File: src/rtl/fretboard_sequencer.sv
// Beat-windowed record/playback engine: folds string/fret activity of each beat
// into a one-hot-per-string note word, stores it, and replays it at the beat rate.
module fretboard_sequencer #(
  parameter int NUM_STRINGS = 6,
  parameter int NUM_FRETS   = 4,
  parameter int DEPTH       = 64,
  parameter int CNT_W       = 27,
  localparam int NOTE_W     = NUM_STRINGS * (NUM_FRETS + 1),
  localparam int AW         = $clog2(DEPTH)
) (
  input  logic                   clk,
  input  logic                   reset,
  input  logic                   rec_start,
  input  logic                   play_start,
  input  logic                   stop,
  input  logic                   loop,
  input  logic [CNT_W-1:0]       beat_period,
  input  logic [NUM_STRINGS-1:0] strings,
  input  logic [NUM_FRETS-1:0]   frets,
  output logic [NOTE_W-1:0]      note_out,
  output logic                   note_valid,
  output logic                   beat_tick,
  output logic [1:0]             state,
  output logic [AW:0]            rec_len,
  output logic                   full
);

  localparam int FW = $clog2(NUM_FRETS + 1);

  typedef enum logic [1:0] {
    IDLE   = 2'd0,
    RECORD = 2'd1,
    PLAY   = 2'd2
  } state_t;

  state_t                 state_q, state_d;
  logic [CNT_W-1:0]       cnt_q, period_m1;
  logic                   tick;
  logic [AW-1:0]          addr_q;
  logic [AW:0]            rec_len_q;
  logic                   full_q;
  logic [NUM_STRINGS-1:0] str_acc_q, str_acc_d;
  logic [FW-1:0]          fret_acc_q, fret_acc_d, fret_cur;
  logic [NOTE_W-1:0]      note_word;
  logic [NOTE_W-1:0]      mem [DEPTH];
  logic                   at_top, at_last;
  logic                   enter_rec, enter_play, do_write, do_emit;

  // Periods below 2 would leave no room for the reload cycle.
  assign period_m1 = (beat_period < CNT_W'(2)) ? CNT_W'(1) : beat_period - CNT_W'(1);
  assign tick      = (state_q != IDLE) && (cnt_q == '0);
  assign at_top    = (addr_q == AW'(DEPTH - 1));
  assign at_last   = ({1'b0, addr_q} == rec_len_q - (AW+1)'(1));

  always_comb begin
    fret_cur = '0;
    for (int f = 1; f <= NUM_FRETS; f++) begin
      if (frets[f-1]) fret_cur = FW'(f);
    end
  end

  // The tick cycle's own inputs are folded in before encoding.
  always_comb begin
    str_acc_d  = str_acc_q | strings;
    fret_acc_d = fret_acc_q;
    if ((strings != '0) && (fret_cur > fret_acc_q)) fret_acc_d = fret_cur;
    note_word = '0;
    for (int f = 0; f <= NUM_FRETS; f++) begin
      if (fret_acc_d == FW'(f)) note_word[f*NUM_STRINGS +: NUM_STRINGS] = str_acc_d;
    end
  end

  // FSM: state register
  always_ff @(posedge clk) begin
    if (reset) state_q <= IDLE;
    else       state_q <= state_d;
  end

  // FSM: next state
  always_comb begin
    state_d = state_q;
    case (state_q)
      IDLE: begin
        if (enter_rec)       state_d = RECORD;
        else if (enter_play) state_d = PLAY;
      end
      RECORD: begin
        if (stop)                   state_d = IDLE;
        else if (do_write && at_top) state_d = IDLE;
      end
      PLAY: begin
        if (stop)                              state_d = IDLE;
        else if (do_emit && at_last && !loop) state_d = IDLE;
      end
      default: state_d = IDLE;
    endcase
  end

  // FSM: outputs and datapath strobes
  always_comb begin
    enter_rec  = 1'b0;
    enter_play = 1'b0;
    do_write   = 1'b0;
    do_emit    = 1'b0;
    case (state_q)
      IDLE: begin
        if (!stop) begin
          if (rec_start)                            enter_rec  = 1'b1;
          else if (play_start && rec_len_q != '0)  enter_play = 1'b1;
        end
      end
      RECORD:  do_write = tick && !stop;
      PLAY:    do_emit  = tick && !stop;
      default: ;
    endcase
  end

  assign state      = state_q;
  assign beat_tick  = tick;
  assign rec_len    = rec_len_q;
  assign full       = full_q;

  always_ff @(posedge clk) begin
    if (reset || state_q == IDLE || state_d == IDLE || tick) cnt_q <= period_m1;
    else                                                     cnt_q <= cnt_q - CNT_W'(1);
  end

  always_ff @(posedge clk) begin
    if (do_write) mem[addr_q] <= note_word;
  end

  always_ff @(posedge clk) begin
    if (reset) begin
      addr_q     <= '0;
      rec_len_q  <= '0;
      full_q     <= 1'b0;
      str_acc_q  <= '0;
      fret_acc_q <= '0;
      note_out   <= '0;
      note_valid <= 1'b0;
    end else begin
      note_valid <= 1'b0;
      if (enter_rec) begin
        addr_q     <= '0;
        rec_len_q  <= '0;
        full_q     <= 1'b0;
        str_acc_q  <= '0;
        fret_acc_q <= '0;
      end else if (enter_play) begin
        addr_q <= '0;
      end else if (state_q == RECORD) begin
        if (stop || do_write) begin
          str_acc_q  <= '0;
          fret_acc_q <= '0;
        end else begin
          str_acc_q  <= str_acc_d;
          fret_acc_q <= fret_acc_d;
        end
        if (do_write) begin
          addr_q    <= addr_q + AW'(1);
          rec_len_q <= {1'b0, addr_q} + (AW+1)'(1);
          if (at_top) full_q <= 1'b1;
        end
      end else if (do_emit) begin
        note_out   <= mem[addr_q];
        note_valid <= 1'b1;
        addr_q     <= at_last ? '0 : addr_q + AW'(1);
      end
    end
  end

endmodule

File: config.mk
export PLATFORM = sky130hd
export DESIGN_NAME = fretboard_sequencer
export DESIGN_NICKNAME = d
export VERILOG_FILES = /design/src/rtl/fretboard_sequencer.sv
export SDC_FILE = /design/constraint.sdc
export NUM_CORES = 2
export LEC_CHECK = 0
export BUFFER_PORTS_ARGS = -buffer_cell sky130_fd_sc_hd__buf_4
export CORE_ASPECT_RATIO = 0.6
export CORE_MARGIN = 8
export CORE_UTILIZATION = 35
export DETAILED_ROUTE_END_ITERATION = 6
export HOLD_SLACK_MARGIN = 0.06
export SETUP_SLACK_MARGIN = 0.4
export SLEW_MARGIN = 20
export SYNTH_ARGS = -nofsm -noshare
export SYNTH_HDL_FRONTEND = slang
export SYNTH_SLANG_ARGS = --single-unit
File: constraint.sdc
create_clock -name clk -period 4.1 [get_ports clk]
set_input_delay 0.41 -clock clk [delete_from_list [all_inputs] [get_ports clk]]
set_output_delay 0.41 -clock clk [all_outputs]
set_load 0.01 [all_outputs]
==> flow_summary_export.csv <==
group,metric,value,unit
status,status,"finished, final reports clean",
clocking,clk-insertion-delay-late,830,ps
cells_and_area,final_nets,5025,
synth,synth_cell_types,85,
clocking,clk_path_buf_depth,4,
floorplanning,floorplan.initialDensity,35.2,%
worst_setup_path,worst_setup_path_startpoint,"addr_q[2]$_SDFFE_PP0P_",
worst_setup_path,critPathRequiredTime,4780,ps
drt,dr.first_iter.drc_count,8971,
worst_setup_path,worst-path-buf-inv,3,
synth,synth-seq-cells,2003,
floorplanning,die_w,626,um
sta,setup_viol,0,
clocking,numClockSinks,2003,
synth,synth_area_leader_cell,"sky130_fd_sc_hd__edfxtp_1",
run,cap_viol_max_count,0,
worst_setup_path,timing.rr.start,"addr_q[2]$_SDFFE_PP0P_",
cells_and_area,synthToLayoutAreaGrowth,19.4,%
global_route,grt-busiest-layer,"met1",
global_route,vias_in_the_first_global_route,46000,
sta,max_clock_freq,263,MHz
placed_design,hpwl,192000,um
synth,synth_top_cells_by_area,"sky130_fd_sc_hd__edfxtp_1 (74%), sky130_fd_sc_hd__mux4_2 (3.3%), sky130_fd_sc_hd__mux2i_1 (2.8%), sky130_fd_sc_hd__a221oi_1 (2.2%), sky130_fd_sc_hd__dfxtp_1 (2.1%)",
worst_setup_path,path_max_fanout,25,
drt,wirelength,303000,um
clocking,cts.repair.resized,0,
synth,yosys.area.top_type_share,73.7,%
cells_and_area,layout.cells.most_common,"sky130_fd_sc_hd__edfxtp_1",
placed_design,dp.cells,7735,
synth,async_flop_share,0,%
placed_design,post_place_setup_slack,200,ps
worst_setup_path,cp_cell_sequence,"buf_4 -> buf_4 -> nor3b_4 -> buf_4 -> a222oi_1 -> o22ai_1 -> a221oi_1 -> a211oi_1",
global_route,groute.layer.met2.usage,30.9,%
floorplanning,placement_rows,134,
synth,synth.yosys.seq_area_share,75.8,%
drt,wl_per_cell,37.3,um
power_and_ir_drop,static-leakage-power,0.0273,uW
sta,crit_share_post_route,92.6,%
hold_path,timing.hold.worst.class,"input pin to flip-flop",
floorplanning,num_io_pins,85,
floorplanning,die-height,382,um
worst_setup_path,worstSetupEndpointType,"flip-flop",
synth,syn-instance-count,4458,
worst_setup_path,critical-path-top-cell-by-count,"sky130_fd_sc_hd__buf_4",
hold_path,worstHoldEndpoint,"rec_len[3]$_SDFFE_PP0P_",
sta,fin_skew,41.5,ps
clocking,cts_made_buffers,174,
worst_setup_path,worstPathArrival,4470,ps
floorplanning,fp.coreArea,0.222,sq mm
global_route,use_met3,14.9,%
placed_design,postPlaceCellArea,0.0873,sq mm
placed_design,gp_routability_congestion,0.956,
clocking,tritoncts,"yes",
power_and_ir_drop,irDropWorstVdd,0.349,mV
sta,relSlewSlack,9.86,%
cells_and_area,instances_no_fill,8140,
clocking,root_cell_of_the_clock_tree,"sky130_fd_sc_hd__clkbuf_16",
drt,vias_per_cell,6.23,
global_route,grt_antenna_before_repair,29,
sta,final_max_slew_viol_count,0,
cells_and_area,utilization,42.0,%
global_route,track_usage,24.2,%
cells_and_area,mostFrequentLayoutCells,"sky130_fd_sc_hd__edfxtp_1 (1920), sky130_fd_sc_hd__buf_4 (473), sky130_fd_sc_hd__mux2i_1 (216), sky130_fd_sc_hd__a221oi_1 (198), sky130_fd_sc_hd__clkbuf_16 (176)",
worst_setup_path,r2r-end,"note_out[17]$_SDFFE_PP0P_",
sta,worst_pin_slew,1350,ps
drt,route.detailed.drc,0,
clocking,cts_clock_pin_slew_for_the_worst_setup_and_hold_paths,70,ps
cells_and_area,finish.instance_area,0.0934,sq mm
drt,firstDrtPassIters,6,
power_and_ir_drop,pwr_density_cell,428,mW/mm^2
synth,number_of_enable_flip_flop_cells_after_synthesis,1920,
worst_setup_path,startpoint_type,"flip-flop",
worst_setup_path,timing.critical_path.slowest_stage_cell,"sky130_fd_sc_hd__dfxtp_4",
sta,report.final.hold_viol_count,0,
global_route,use_met1,33.8,%
worst_setup_path,reg2reg_depth,8,
global_route,grt_start_max_net_pins,65,
drt,antenna_left,0,
synth,yosys_most_used_dff,"sky130_fd_sc_hd__edfxtp_1",
drt,dr_total_vias,50700,
hold_path,hold_start,"rec_start",
worst_setup_path,ff_to_ff_setup_slack,300,ps
global_route,grt_pass1_wl,403000,um
worst_setup_path,critical_path.top_delay_family,"compound AO/OA/AOI/OAI gates",
synth,synth.avg_cell_area,17.6,sq um
sta,unrepaired_setup_endpoints_after_global_routing,"yes",
global_route,total_overflow_reported_by_the_global_router,0,
worst_setup_path,category_of_the_critical_setup_timing_path,"flip-flop to flip-flop",
worst_setup_path,critical-path-max-stage-delay,810,ps
synth,synth.yosys.warnings,0,
synth,synth_fp_nets,4510,
synth,synth.cell_area,0.0783,sq mm
sta,timing.final.ws_setup,303,ps
cells_and_area,proportion_of_layout_cells_with_a_drive_suffix_above_1,24.7,%
floorplanning,die_area,0.239,sq mm
clocking,cts_max_level,4,
sta,finalWorstPathRequiredPeriod,3800,ps
hold_path,min_delay_path_depth,3,
placed_design,port_buffers,84,
==> logic make-up after synthesis <==
| kind of cell | count (synthesis) | share of synthesized area (%) |
|---|---|---|
| flops | 2003 | 75.8 |
| compound gates | 1006 | 9.65 |
| simple gates | 575 | 3.57 |
| mux | 479 | 8.21 |
| buf+inv | 331 | 2.01 |
| xor+xnor | 55 | 0.616 |
| fa+ha+maj | 9 | 0.144 |
==> worst min-delay path: stages <==
cell	delay, ps
sky130_fd_sc_hd__buf_4	100
sky130_fd_sc_hd__a21o_1	290
sky130_fd_sc_hd__a211oi_1	70
==> power breakdown <==
group / internal (uW) / total [uW] / switching [uW]
Sequential: 22500 / 22500 / 23.9
Combinational: 229 / 953 / 723
Clock: 8910 / 16500 / 7540
==> worst max-delay path by stage <==
stage / to / slack (ps) / cells past startpoint
finish: note_out[17]$_SDFFE_PP0P_ / 300 / 8
global route: note_out[17]$_SDFFE_PP0P_ / 340 / 8
CTS: note_out[17]$_SDFFE_PP0P_ / 480 / 7
detailed placement: mem[8][8]$_DFFE_PP_ / 200 / 16
global placement: mem[8][8]$_DFFE_PP_ / 130 / 16
floorplan: mem[0][18]$_DFFE_PP_ / -110 / 12
==> cell usage after synthesis, drive strengths merged, types with 8 or more instances <==
cell and count:
o22ai 137, nand2 113, a21oi 87, o21ai 93, o31ai 8, xnor2 42
o21bai 14, clkbuf 114, or3 10, o211ai 9, nand2b 9, a211oi 31
nor3 36, nor2b 12, edfxtp 1920, a22oi 163, dfxtp 83, inv 23
nand3b 10, o221ai 15, o22a 16, nor2 242, a221o 44, mux4 115
a32oi 11, a31oi 43, a221oi 198, and3 17, a22o 51, buf 193
xor2 13, nor3b 8, mux2i 217, ha 9, nand3 34, mux2 147
o2bb2ai 19, a222oi 14, o2111ai 8, or4 10, or2 10, nor4 23
==> final cells by class <==
cell class | instances | area (sq um)
fill | 19600 | 129000
tap | 2992 | 3740
clock inverter | 84 | 771
timing repair buffer | 644 | 6510
antenna | 48 | 120
inverter | 24 | 97.6
multi-input combinational | 2126 | 18200
sequential | 2003 | 59300
clock buffer | 219 | 4650
==> metal layers <==
metal / wire length, um / up-vias
met2: 114000 / 4362
met1: 119000 / 26300
met3: 59900 / 630
met4: 10700 / 10
li1: - / 19500
met5: 89 / -
==> registers in the layout, summed over array words and instances, names as in the netlist <==
register    flops
full            1
note_out       30
rec_len         7
addr_q          6
state           2
note_valid      1
fret_acc_q      3
cnt_q          27
mem          1920
str_acc_q       6
==> per-stage QoR <==
stage / setup TNS, ps / hold WS, ps / power (uW)
6_report: 0 / 109 / 40000
5_1_grt: 0 / 122 / 40700
4_1_cts: 0 / 82.8 / 39900
3_5_place_dp: 0 / 461 / 23900
3_3_place_gp: 0 / 450 / 23800
2_1_floorplan: -35950 / 437 / 23300
==> what timing repair did <==
action,in CTS,in global routing
endpoints found under the setup margin,0,56
hold buffers,48,0
buffers inserted,0,1
endpoints found under the hold margin,35,0
No activity file was read; power rests on OpenSTA's default activity.
